==> src/rtl/mem_arbiter_pkg.sv <==
// ---------------------------------------------------------------------------
// mem_pkg
// Types and constants shared by the memory arbiter, its round-robin
// selector and anything that talks to them.
//   state_e         : arbiter FSM states (IDLE, ACCESS, RESP)
//   req_id_e        : requester identity (REQ_CPU, REQ_DMA)
//   DEFAULT_TIMEOUT : default number of ACCESS cycles before an abort
// ---------------------------------------------------------------------------
package mem_pkg;

    typedef enum logic [1:0] {
        IDLE   = 2'd0,
        ACCESS = 2'd1,
        RESP   = 2'd2
    } state_e;

    typedef enum logic {
        REQ_CPU = 1'b0,
        REQ_DMA = 1'b1
    } req_id_e;

    localparam int DEFAULT_TIMEOUT = 16;

endpackage

==> src/rtl/mem_arbiter_if.sv <==
// ---------------------------------------------------------------------------
// mem_arbiter_if
// Bundles the two requester ports and the memory port of the arbiter.
//   cpu_* / dma_*   : requester side (req/wr/addr/wdata in, done/err out)
//   rdata           : read data returned to the current owner
//   mem_*           : memory side strobes, address, data and ready
//   busy            : arbiter is in ACCESS or RESP
// Modports:
//   slave  : the arbiter's view
//   master : the view of whatever drives requests and models the memory
// ---------------------------------------------------------------------------
interface mem_arbiter_if;

    logic        cpu_req;
    logic        cpu_wr;
    logic [31:0] cpu_addr;
    logic [31:0] cpu_wdata;
    logic        cpu_done;
    logic        cpu_err;

    logic        dma_req;
    logic        dma_wr;
    logic [31:0] dma_addr;
    logic [31:0] dma_wdata;
    logic        dma_done;
    logic        dma_err;

    logic [31:0] rdata;

    logic        mem_rd;
    logic        mem_wr;
    logic [31:0] mem_addr;
    logic [31:0] mem_wdata;
    logic [31:0] mem_rdata;
    logic        mem_ready;

    logic        busy;

    modport slave (
        input  cpu_req, cpu_wr, cpu_addr, cpu_wdata,
        input  dma_req, dma_wr, dma_addr, dma_wdata,
        input  mem_rdata, mem_ready,
        output cpu_done, cpu_err, dma_done, dma_err,
        output rdata, mem_rd, mem_wr, mem_addr, mem_wdata, busy
    );

    modport master (
        output cpu_req, cpu_wr, cpu_addr, cpu_wdata,
        output dma_req, dma_wr, dma_addr, dma_wdata,
        output mem_rdata, mem_ready,
        input  cpu_done, cpu_err, dma_done, dma_err,
        input  rdata, mem_rd, mem_wr, mem_addr, mem_wdata, busy
    );

endinterface

==> src/rtl/mem_arbiter_rr.sv <==
// ---------------------------------------------------------------------------
// rr_arb2
// Two-way round-robin winner select, purely combinational.
//   cpu_req, dma_req : current requests
//   last_grant       : requester granted most recently
//   grant_valid      : at least one request is pending
//   winner           : requester to grant (only meaningful with grant_valid)
// ---------------------------------------------------------------------------
module rr_arb2
    import mem_pkg::*;
(
    input  logic    cpu_req,
    input  logic    dma_req,
    input  req_id_e last_grant,
    output logic    grant_valid,
    output req_id_e winner
);

    // A lone requester always wins; on a tie the one not served last wins.
    always_comb begin
        grant_valid = cpu_req | dma_req;
        winner      = REQ_CPU;
        if (cpu_req && dma_req) begin
            winner = (last_grant == REQ_CPU) ? REQ_DMA : REQ_CPU;
        end else if (dma_req) begin
            winner = REQ_DMA;
        end
    end

endmodule

==> src/rtl/mem_arbiter.sv <==
// ---------------------------------------------------------------------------
// mem_arbiter
// Shares one memory port between a CPU and a DMA requester with
// round-robin arbitration and a per-access timeout.
//   TIMEOUT : ACCESS cycles allowed before the access ends with an error
//   clk     : rising-edge clock
//   rst_n   : asynchronous active-low reset
//   bus     : requester and memory signals (mem_arbiter_if.slave)
// A transaction is IDLE (grant) -> ACCESS (strobe until ready or timeout)
// -> RESP (one-cycle done/err to the owner) -> IDLE.
// ---------------------------------------------------------------------------
module mem_arbiter
    import mem_pkg::*;
#(
    parameter int TIMEOUT = DEFAULT_TIMEOUT
) (
    input  logic          clk,
    input  logic          rst_n,
    mem_arbiter_if.slave  bus
);

    state_e      state;
    req_id_e     owner;
    req_id_e     last_grant;
    logic        wr_q;
    logic [7:0]  wait_cnt;

    logic        grant_valid;
    req_id_e     winner;
    logic        sel_wr;
    logic [31:0] sel_addr;
    logic [31:0] sel_wdata;

    rr_arb2 u_rr (
        .cpu_req     (bus.cpu_req),
        .dma_req     (bus.dma_req),
        .last_grant  (last_grant),
        .grant_valid (grant_valid),
        .winner      (winner)
    );

    // Pick the winner's command so it can be latched on the grant edge.
    always_comb begin
        sel_wr    = bus.cpu_wr;
        sel_addr  = bus.cpu_addr;
        sel_wdata = bus.cpu_wdata;
        if (winner == REQ_DMA) begin
            sel_wr    = bus.dma_wr;
            sel_addr  = bus.dma_addr;
            sel_wdata = bus.dma_wdata;
        end
    end

    // Arbiter FSM with all outputs registered. Done/err default low every
    // cycle and are only set on the ACCESS->RESP edge, so they last exactly
    // the RESP cycle. Ready is checked before the timeout so a ready
    // arriving in the final allowed cycle still completes normally.
    always_ff @(posedge clk or negedge rst_n) begin
        if (!rst_n) begin
            state          <= IDLE;
            owner          <= REQ_CPU;
            last_grant     <= REQ_DMA;
            wr_q           <= 1'b0;
            wait_cnt       <= 8'd0;
            bus.cpu_done   <= 1'b0;
            bus.cpu_err    <= 1'b0;
            bus.dma_done   <= 1'b0;
            bus.dma_err    <= 1'b0;
            bus.rdata      <= 32'd0;
            bus.mem_rd     <= 1'b0;
            bus.mem_wr     <= 1'b0;
            bus.mem_addr   <= 32'd0;
            bus.mem_wdata  <= 32'd0;
            bus.busy       <= 1'b0;
        end else begin
            bus.cpu_done <= 1'b0;
            bus.cpu_err  <= 1'b0;
            bus.dma_done <= 1'b0;
            bus.dma_err  <= 1'b0;
            case (state)
                IDLE: begin
                    if (grant_valid) begin
                        owner         <= winner;
                        last_grant    <= winner;
                        wr_q          <= sel_wr;
                        bus.mem_addr  <= sel_addr;
                        bus.mem_wdata <= sel_wdata;
                        bus.mem_rd    <= !sel_wr;
                        bus.mem_wr    <= sel_wr;
                        bus.busy      <= 1'b1;
                        wait_cnt      <= 8'd0;
                        state         <= ACCESS;
                    end
                end
                ACCESS: begin
                    if (bus.mem_ready) begin
                        if (!wr_q) begin
                            bus.rdata <= bus.mem_rdata;
                        end
                        if (owner == REQ_CPU) begin
                            bus.cpu_done <= 1'b1;
                        end else begin
                            bus.dma_done <= 1'b1;
                        end
                        bus.mem_rd <= 1'b0;
                        bus.mem_wr <= 1'b0;
                        state      <= RESP;
                    end else if (wait_cnt == 8'(TIMEOUT - 1)) begin
                        if (!wr_q) begin
                            bus.rdata <= 32'd0;
                        end
                        if (owner == REQ_CPU) begin
                            bus.cpu_err <= 1'b1;
                        end else begin
                            bus.dma_err <= 1'b1;
                        end
                        bus.mem_rd <= 1'b0;
                        bus.mem_wr <= 1'b0;
                        state      <= RESP;
                    end else begin
                        wait_cnt <= wait_cnt + 8'd1;
                    end
                end
                RESP: begin
                    bus.busy <= 1'b0;
                    state    <= IDLE;
                end
                default: begin
                    state <= IDLE;
                end
            endcase
        end
    end

endmodule

==> src/flat_wrapper.sv <==
// flat-port wrapper written by rule: the top's interface ports become plain ports
module mem_arbiter_flat import mem_pkg::*;
#(
    parameter int TIMEOUT = DEFAULT_TIMEOUT
)
  (clk, rst_n, bus_cpu_req, bus_cpu_wr, bus_cpu_addr, bus_cpu_wdata, bus_dma_req, bus_dma_wr, bus_dma_addr, bus_dma_wdata, bus_mem_rdata, bus_mem_ready, bus_cpu_done, bus_cpu_err, bus_dma_done, bus_dma_err, bus_rdata, bus_mem_rd, bus_mem_wr, bus_mem_addr, bus_mem_wdata, bus_busy);
  mem_arbiter_if bus_i ();
  input  logic clk;
  input  logic rst_n;
  input wire logic [$bits(bus_i.cpu_req)-1:0] bus_cpu_req;
  input wire logic [$bits(bus_i.cpu_wr)-1:0] bus_cpu_wr;
  input wire logic [$bits(bus_i.cpu_addr)-1:0] bus_cpu_addr;
  input wire logic [$bits(bus_i.cpu_wdata)-1:0] bus_cpu_wdata;
  input wire logic [$bits(bus_i.dma_req)-1:0] bus_dma_req;
  input wire logic [$bits(bus_i.dma_wr)-1:0] bus_dma_wr;
  input wire logic [$bits(bus_i.dma_addr)-1:0] bus_dma_addr;
  input wire logic [$bits(bus_i.dma_wdata)-1:0] bus_dma_wdata;
  input wire logic [$bits(bus_i.mem_rdata)-1:0] bus_mem_rdata;
  input wire logic [$bits(bus_i.mem_ready)-1:0] bus_mem_ready;
  output wire logic [$bits(bus_i.cpu_done)-1:0] bus_cpu_done;
  output wire logic [$bits(bus_i.cpu_err)-1:0] bus_cpu_err;
  output wire logic [$bits(bus_i.dma_done)-1:0] bus_dma_done;
  output wire logic [$bits(bus_i.dma_err)-1:0] bus_dma_err;
  output wire logic [$bits(bus_i.rdata)-1:0] bus_rdata;
  output wire logic [$bits(bus_i.mem_rd)-1:0] bus_mem_rd;
  output wire logic [$bits(bus_i.mem_wr)-1:0] bus_mem_wr;
  output wire logic [$bits(bus_i.mem_addr)-1:0] bus_mem_addr;
  output wire logic [$bits(bus_i.mem_wdata)-1:0] bus_mem_wdata;
  output wire logic [$bits(bus_i.busy)-1:0] bus_busy;
  assign bus_i.cpu_req = bus_cpu_req;
  assign bus_i.cpu_wr = bus_cpu_wr;
  assign bus_i.cpu_addr = bus_cpu_addr;
  assign bus_i.cpu_wdata = bus_cpu_wdata;
  assign bus_i.dma_req = bus_dma_req;
  assign bus_i.dma_wr = bus_dma_wr;
  assign bus_i.dma_addr = bus_dma_addr;
  assign bus_i.dma_wdata = bus_dma_wdata;
  assign bus_i.mem_rdata = bus_mem_rdata;
  assign bus_i.mem_ready = bus_mem_ready;
  assign bus_cpu_done = bus_i.cpu_done;
  assign bus_cpu_err = bus_i.cpu_err;
  assign bus_dma_done = bus_i.dma_done;
  assign bus_dma_err = bus_i.dma_err;
  assign bus_rdata = bus_i.rdata;
  assign bus_mem_rd = bus_i.mem_rd;
  assign bus_mem_wr = bus_i.mem_wr;
  assign bus_mem_addr = bus_i.mem_addr;
  assign bus_mem_wdata = bus_i.mem_wdata;
  assign bus_busy = bus_i.busy;
  mem_arbiter #(.TIMEOUT(TIMEOUT)) u_core (.clk(clk), .rst_n(rst_n), .bus(bus_i));
endmodule
==> config.mk <==
export PLATFORM = sky130hd
export DESIGN_NAME = mem_arbiter_flat
export DESIGN_NICKNAME = d
export VERILOG_FILES = /design/src/rtl/mem_arbiter_pkg.sv /design/src/rtl/mem_arbiter_if.sv /design/src/rtl/mem_arbiter_rr.sv /design/src/rtl/mem_arbiter.sv /design/src/flat_wrapper.sv
export SDC_FILE = /design/constraint.sdc
export NUM_CORES = 1
export LEC_CHECK = 0
export CAP_MARGIN = 20
export CORE_UTILIZATION = 39
export CTS_CLUSTER_DIAMETER = 30
export DETAILED_ROUTE_END_ITERATION = 10
export PLACE_DENSITY = 0.79
export SETUP_SLACK_MARGIN = 0.4
export SYNTH_ARGS = -nofsm -noshare
export SYNTH_HDL_FRONTEND = slang
export SYNTH_SLANG_ARGS = --single-unit
==> constraint.sdc <==
create_clock -name clk -period 1.8 [get_ports clk]
set_input_delay 0.18 -clock clk [delete_from_list [all_inputs] [get_ports clk]]
set_output_delay 0.18 -clock clk [all_outputs]
set_load 0.02 [all_outputs]
==> summary.md, run 1 <==
| Metric | Value |
|---|---|
| Site row count | `40` |
| Dpl hpwl | `between 10 and 15 mm` |
| Sw frac | `between 30 and 40%` |
| Hold crit path type | `in -> async` |
| Share of the synthesized area in the top cell type | `between 50% and 60%` |
| TritonRoute pass-1 iters | `4` |
| # diodes | `0` |
| Reg2reg path depth | `5` |
| Fmax achieved | `578.7 MHz` |
| Yosys cell types | `33` |
| Mapped Nets | `between 600 and 700` |
| Final hold vios | `0` |
| Most used DFF post-synth | `dfrtp_1` |
| Reg clk slew, reported paths | `around 0.050 ns` |
| Minimum clock period | `1.728 ns` |
| Initial antenna violation count | `0` |
| Status | `finished clean` |
| Kind of critical path | `reg -> reg` |
| GP Congestion | `between 0.7 and 0.8` |
| Total CTS buffers | `17` |
| Finished Cell Area | `~0.0091 mm^2` |
| Total die area | `0.01325 mm^2` |
| CP Launch Type | `flip-flop` |
| Nets | `921` |
| Core footprint | `approximately 0.012 mm^2` |
| Synth Warn # | `0` |
| Global Route Usage Sum | `about a quarter` |
| Residual DRC | `0` |
| EDFF count, synth | `0` |
| Share of cells above drive strength 1 | `approximately 15%` |
| Top cells by area, synth | `dfrtp_1, mux2i_1, o21ai_0` |
| Tightest Pin Transition | `0.4484 ns` |
| Initial DRC Count | `about 290` |
| Pint | `0.008503 W` |
| Most frequent cells after synthesis | `dfrtp_1, nand2_1, o21ai_0` |
| CTS Sinks | `116` |
| Max clock buf depth | `2` |
| Fillers | `~860` |
| Sequential share of power | `32.0%` |
| IR drop worst, VDD | `~0.00072 V` |
| WHS | `between 0.2 and 0.3 ns` |
| Die height | `~120 um` |
| Die width | `~120 um` |
| Total Wirelength | `16.98 mm` |
| Place WS | `-0.02059 ns` |
| Post-route ant nets | `0` |
| Post-synth ARST share | `100.0%` |
| Family with the most delay on the worst path | `simple AND/OR/NAND/NOR gates` |
| Switching pwr | `0.005401 W` |
| Starting Density | `around 40%` |
| R2R Setup Slk | `between 0.07 and 0.08 ns` |
| Non-filler cells, final | `roughly 930` |
| Setup WS post-layout | `between 0.07 and 0.08 ns` |
| Synth Register Bits | `roughly 120` |
| Pwr/cell area | `approximately 1500 mW/mm^2` |
| Leak pwr | `4.224 nW` |
| Register area share after synthesis | `58.20%` |
| Clock power share | `roughly a fifth` |
| CP max stage delay | `a little under 0.6 ns` |
| Logic pwr share | `between 40% and 50%` |
| Syn Inst Count | `438` |
| Cell area after synthesis | `~0.0050 mm^2` |
| CP max FO | `8` |
| Top Ports | `270` |
| RSZ-0062 raised after global routing | `yes` |
| Mean Syn Cell Area | `between 10 and 15 um^2` |
| Final Max Slew Viols | `0` |
| Dominant cell by count in the synthesized netlist | `dfrtp_1` |
| Largest net degree at the start of global routing | `57` |
| Htree depth | `4` |
| Max-slew headroom | `70.10%` |
| Vias in the first global route | `~4700` |
| Final setup fails | `0` |
| CTS tree | `built` |
| First-pass GRT wire length | `about 25 mm` |
| Period Utilization, post-route | `96.00%` |
| Crit-path cells | `or4_4 > nor2_4 > buf_12 > o21ai_4 > a22o_1` |
| Post-placement cell count | `between 800 and 900` |
| Dpl cell area | `~0.0080 mm^2` |
| Area growth, synth to finish | `81.39%` |
| Clk Latency, worst-skew pair | `a little over 0.4 ns` |
| Critical-path top delay cell | `or4_4` |
| CP bufs+invs | `1` |
| Critical path data arrival time | `~2.0 ns` |
| MaxCap Viol Count | `0` |
| Data required time at the worst endpoint | `approximately 2.1 ns` |
| Root Buffer | `clkbuf_16` |
| I/O Buffers | `269` |
| Crit path depth | `5` |
| Global route total overflow | `0` |
| Routed vias | `4709` |
| Cell taking the most area after synthesis | `dfrtp_1` |
| Crit end category | `flip-flop` |
| Setup Skew | `between 0.005 and 0.006 ns` |
| Setup TNS | `0 ns` |
| Average wire per standard cell | `18.18 um` |
| Drt via density | `around 5.0` |
## worst paths after layout
| check | startpoint | to |
|---|---|---|
| worst max-delay path | u_core.wait_cnt[4] | u_core.bus.rdata[10] |
| worst max register to register | u_core.wait_cnt[4] | u_core.bus.rdata[10] |
| worst min register to register | u_core.bus.mem_wdata[1] | u_core.bus.mem_wdata[1] |
| min in group clk | bus_mem_rdata[28] | u_core.bus.rdata[28] |
| worst min-delay path | rst_n | u_core.bus.mem_addr[15] |
| max in group asynchronous | rst_n | u_core.last_grant |
## cell usage in the layout, fill, tap and decap left out, types with 2 or more instances in the layout
cell               n
nand2_2            2
clkdlybuf4s50_1  165
clkbuf_8           3
clkbuf_1           7
a22o_1            33
inv_1              3
clkinv_2           5
mux2i_4            3
dlygate4sd2_1    103
buf_12            11
a22o_2             2
buf_6             10
nor2_4             3
o21ai_4            6
and3_1             2
mux2i_2            6
clkbuf_16         21
a21oi_1            3
mux2i_1           57
nand3_1            6
o21ai_2            3
nand2_1           73
nand3_2            2
o21ai_1           46
buf_16             5
nor2_1             7
a31oi_1            3
dfrtp_1          113
o21ai_0           22
dfrtp_2            2
buf_4             20
## logic make-up (layout without fill, tap and decap cells)
logic type,after synthesis,after routing,share of synthesized area (%)
simple gates,104,104,8.927
buf+inv,30,355,3.661
xor+xnor,1,1,0.1756
flops,116,116,58.20
mux,66,66,13.24
fa+ha+maj,1,1,0.2507
compound gates,120,123,15.55
## state kept, by name (all words and copies together), names as in the netlist
signal / count
u_core.bus.busy: 1
u_core.bus.cpu_done: 1
u_core.bus.cpu_err: 1
u_core.bus.dma_done: 1
u_core.bus.dma_err: 1
u_core.bus.mem_addr: 32
u_core.bus.mem_rd: 1
u_core.bus.mem_wdata: 32
u_core.bus.mem_wr: 1
u_core.bus.rdata: 32
u_core.last_grant: 1
u_core.owner: 1
u_core.state: 2
u_core.wait_cnt: 8
u_core.wr_q: 1
## cell type report
cell class	instances	area (um^2)	area share (%)
clock buffers	27	493.0	5.447
flip-flops and latches	116	2907	32.11
clock inverters	5	25.02	0.2765
inverters	3	11.26	0.1244
multi-input cells	295	2106	23.27
well taps	168	210.2	2.322
repair buffers	320	3299	36.45
## stage by stage
step	power, W	utilization [%]
after floorplan	0.007585	-
after detailed placement	0.01088	65.06
after CTS	0.01356	71.45
after global placement	0.01068	65.06
final	0.01390	73.82
after global routing	0.01469	73.82
## worst register-to-register path: stages (launching register included)
cell     delay, ns
dfrtp_1       0.37
or4_4         0.59
nor2_4        0.13
buf_12        0.14
o21ai_4       0.12
a22o_1        0.25
## routing by layer
layer  vias up  GRT usage, %  part of all wire, %
met5         -             0                    0
met4         0         11.52                  2.7
met3        35         9.278                  9.0
met2       228         44.62                   52
met1      2240         26.33                   36
li1       2206             -                    -
## what timing repair did
action,4_1_cts,5_1_grt
hold endpoints to repair,28,0
hold buffers,1,0
gates cloned,7,5
pin swaps,15,15
resized for setup,127,69
endpoints found under the setup margin,210,108
buffers inserted,17,7
## power groups by stage
stage               Clock [W]  Sequential, W  Combinational (W)
global route          0.00316        0.00459            0.00694
floorplan                   0        0.00570            0.00188
detailed placement          0        0.00447            0.00641
finish                0.00297        0.00446            0.00648
global placement            0        0.00442            0.00626
CTS                   0.00301        0.00443            0.00612
(Power assumes the default switching activity.)
==> run 2: changes to the inputs <==
- SYNTH_HIERARCHICAL: default -> 1
==> summary.md, run 2 <==
| Metric | Value |
|---|---|
| Status | `finished clean` |
| Max clock buf depth | `2 (unchanged)` |
| Clk Latency, worst-skew pair | `0.41 ns (about the same)` |
| Average wire per standard cell | `17.29 um (-4.9%)` |
| First-pass GRT wire length | `22.64 mm (-8.6%)` |
| Largest net degree at the start of global routing | `62 (+8.8%)` |
| Register area share after synthesis | `58.14% (-0.058 points)` |
| Most frequent cells after synthesis | `dfrtp_1, nand2_1, o21ai_1` |
| CP max stage delay | `0.60 ns (about the same)` |
| Initial DRC Count | `258 (-12%)` |
| Data required time at the worst endpoint | `2.09 ns (about the same)` |
| Final Max Slew Viols | `0 (unchanged)` |
| Period Utilization, post-route | `96.28% (+0.28 points)` |
| Reg2reg end | `u_core/bus.rdata[14]` |
| Share of cells above drive strength 1 | `10.58% (-4.4 points)` |
| Drt via density | `4.977 (-1.3%)` |
| Yosys cell types | `37 (+12%)` |
| Max-slew headroom | `73.42% (+3.3 points)` |
| Area growth, synth to finish | `73.80%` |
| Mapped Nets | `609 (+0.50%)` |
| Hold crit path type | `in -> async` |
| Leak pwr | `4.134 nW (-2.1%)` |
| Setup Skew | `0.009270 ns (+0.003672 ns)` |
| Kind of critical path | `reg -> reg` |
| Critical-path top delay cell | `or4_4` |
| Starting Density | `40.73% (+0.041 points)` |
| Core footprint | `0.01226 mm^2 (unchanged)` |
| Top cells by area, synth | `dfrtp_1, mux2i_1, o21ai_1` |
| Most used DFF post-synth | `dfrtp_1` |
| # diodes | `0 (unchanged)` |
| Non-filler cells, final | `905 (-3.1%)` |
| Die width | `115.2 um (about the same)` |
| Cell area after synthesis | `0.004995 mm^2 (+0.10%)` |
| TritonRoute pass-1 iters | `4 (unchanged)` |
| Most frequent cells in the layout | `clkdlybuf4s50_1, dfrtp_1, dlygate4sd2_1` |
| Minimum clock period | `1.733 ns (+0.005035 ns)` |
| Power, Total | `0.01381 W (-0.70%)` |
| Initial antenna violation count | `0 (unchanged)` |
| Critical path data arrival time | `2.02 ns (about the same)` |
| R2R Path Start | `u_core/wait_cnt[4]` |
| CP Launch Type | `flip-flop` |
| Synth Register Bits | `116 (unchanged)` |
| Synth Warn # | `6 (+6)` |
| Vias in the first global route | `4538 (-4.2%)` |
| Routed vias | `4504 (-4.4%)` |
| Post-route ant nets | `0 (unchanged)` |
| Root Buffer | `clkbuf_16` |
| GP Congestion | `0.7870 (-1.2%)` |
| Die height | `115.2 um (about the same)` |
| CTS Sinks | `116 (unchanged)` |
| Fmax achieved | `577.0 MHz (-0.29%)` |
| Commonest non-fill, non-tap cell in the layout | `clkdlybuf4s50_1` |
| CP max FO | `32 (+24)` |
| Site row count | `40 (unchanged)` |
| I/O Buffers | `269 (unchanged)` |
| Crit-path cells | `or4_4 > nor2_8 > o211ai_4 > buf_12 > a22o_1` |
| Cell taking the most area after synthesis | `dfrtp_1` |
| Reg clk slew, reported paths | `0.05 ns (about the same)` |
| Tightest Pin Transition | `0.3979 ns (-0.05054 ns)` |
| Nets | `892 (-3.1%)` |
| Reg2reg path depth | `5 (unchanged)` |
| Crit end category | `flip-flop` |
| Total die area | `0.01326 mm^2 (+0.10%)` |
| RSZ-0062 raised after global routing | `yes` |
| Top Ports | `270 (unchanged)` |
| Finished Cell Area | `0.008681 mm^2 (-4.1%)` |
| Dpl hpwl | `11.02 mm (+0.72%)` |
| Global route total overflow | `0 (unchanged)` |
| Share of the synthesized area in the top cell type | `57.62% (-0.058 points)` |
| CTS tree | `built` |
| Largest regs | `u_core/bus.mem_addr (32), u_core/bus.mem_wdata (32), u_core/bus.rdata (32)` |
| Mean Syn Cell Area | `11.33 um^2 (-0.58%)` |
| Dominant cell by count in the synthesized netlist | `dfrtp_1` |
| Pwr/cell area | `1591 mW/mm^2 (+3.5%)` |
| MaxCap Viol Count | `0 (unchanged)` |
| Fillers | `908 (+6.1%)` |
| Total CTS buffers | `17 (unchanged)` |
| R2R Setup Slk | `0.07 ns (about the same)` |
| Final setup fails | `0 (unchanged)` |
| Total Wirelength | `15.64 mm (-7.9%)` |
| IR drop worst, VDD | `0.0007826 V (+8.3%)` |
| Htree depth | `4 (unchanged)` |
| Syn Inst Count | `441 (+0.68%)` |
| EDFF count, synth | `0 (unchanged)` |
| Final hold vios | `0 (unchanged)` |
| Dpl cell area | `0.007978 mm^2 (unchanged)` |
| Setup TNS | `0 ns (unchanged)` |
| Residual DRC | `0 (unchanged)` |
| Post-synth ARST share | `100.0% (unchanged)` |
| Global Route Usage Sum | `22.89% (-2.2 points)` |
| Post-placement cell count | `864 (-0.12%)` |
## run 2: worst max path at each step
stage / start / endpoint / depth (start not counted)
final: u_core/wait_cnt[4] / u_core/bus.rdata[14] / 5
after global routing: u_core/wait_cnt[4] / u_core/bus.rdata[31] / 5
after floorplan: u_core/wait_cnt[4] / u_core/bus.rdata[0] / 5
after global placement: bus_cpu_req / u_core/bus.mem_addr[24] / 6
after detailed placement: bus_cpu_req / u_core/bus.mem_addr[24] / 6
after CTS: u_core/wait_cnt[5] / u_core/bus.rdata[14] / 5
## run 2: timing repair
item                       CTS  global route
hold endpoints to repair   115             0
hold buffers                 1             0
cloned                       1             4
pin swaps                    3             3
buffers inserted             3             0
resized for setup          111            19
setup endpoints to repair  181           110
## run 2: worst max-delay path: cells and delay by family (launching register included)
family,cells,cell delay (ns)
compound gates,2,0.29
buf+inv,1,0.19
flops,1,0.38
simple gates,2,0.74
## run 2: power by group
part           switching [W]  internal [W]  leakage, nW  total (W)
Clock                0.00108       0.00207        0.281    0.00314
Sequential          0.000664       0.00380         1.45    0.00446
Combinational        0.00357       0.00263         2.41    0.00620
Total                0.00531       0.00849         4.13     0.0138
## run 2: kinds of logic after synthesis
family	Yosys count	share of synthesized area, %
and+or+nand+nor	101	9.118
adders and majority gates	1	0.2505
AOI/OAI and AO/OA	125	16.13
buffers and inverters	33	3.332
DFF	116	58.14
muxes	65	13.03
## run 2: layer usage
metal	vias up	global-route usage (%)	wire, um
met5	-	0	0
met1	2125	23.61	5752
met3	23	9.594	1457
met2	212	40.96	8154
li1	2144	-	-
met4	0	9.264	279
## run 2: area by class of cell
| class | instances | area [um^2] | area share (%) |
|---|---|---|---|
| Clock buffer | 27 | 513.0 | 5.909 |
| Multi-Input combinational cell | 292 | 2048 | 23.59 |
| Inverter | 4 | 15.01 | 0.1730 |
| Clock inverter | 5 | 50.05 | 0.5765 |
| Timing Repair Buffer | 293 | 2939 | 33.86 |
| Sequential cell | 116 | 2905 | 33.47 |
| Tap cell | 168 | 210.2 | 2.421 |
## run 2: through the flow
stage               worst slack, ns  utilization (%)  hold slack [ns]
finish                      0.06694            70.80           0.1983
global route                0.03090            70.80           0.1908
detailed placement        -0.006776            65.06          0.07513
CTS                         0.05769            69.35           0.1806
global placement            0.03487            65.06          0.07266
floorplan                    0.1739                -          -0.1156
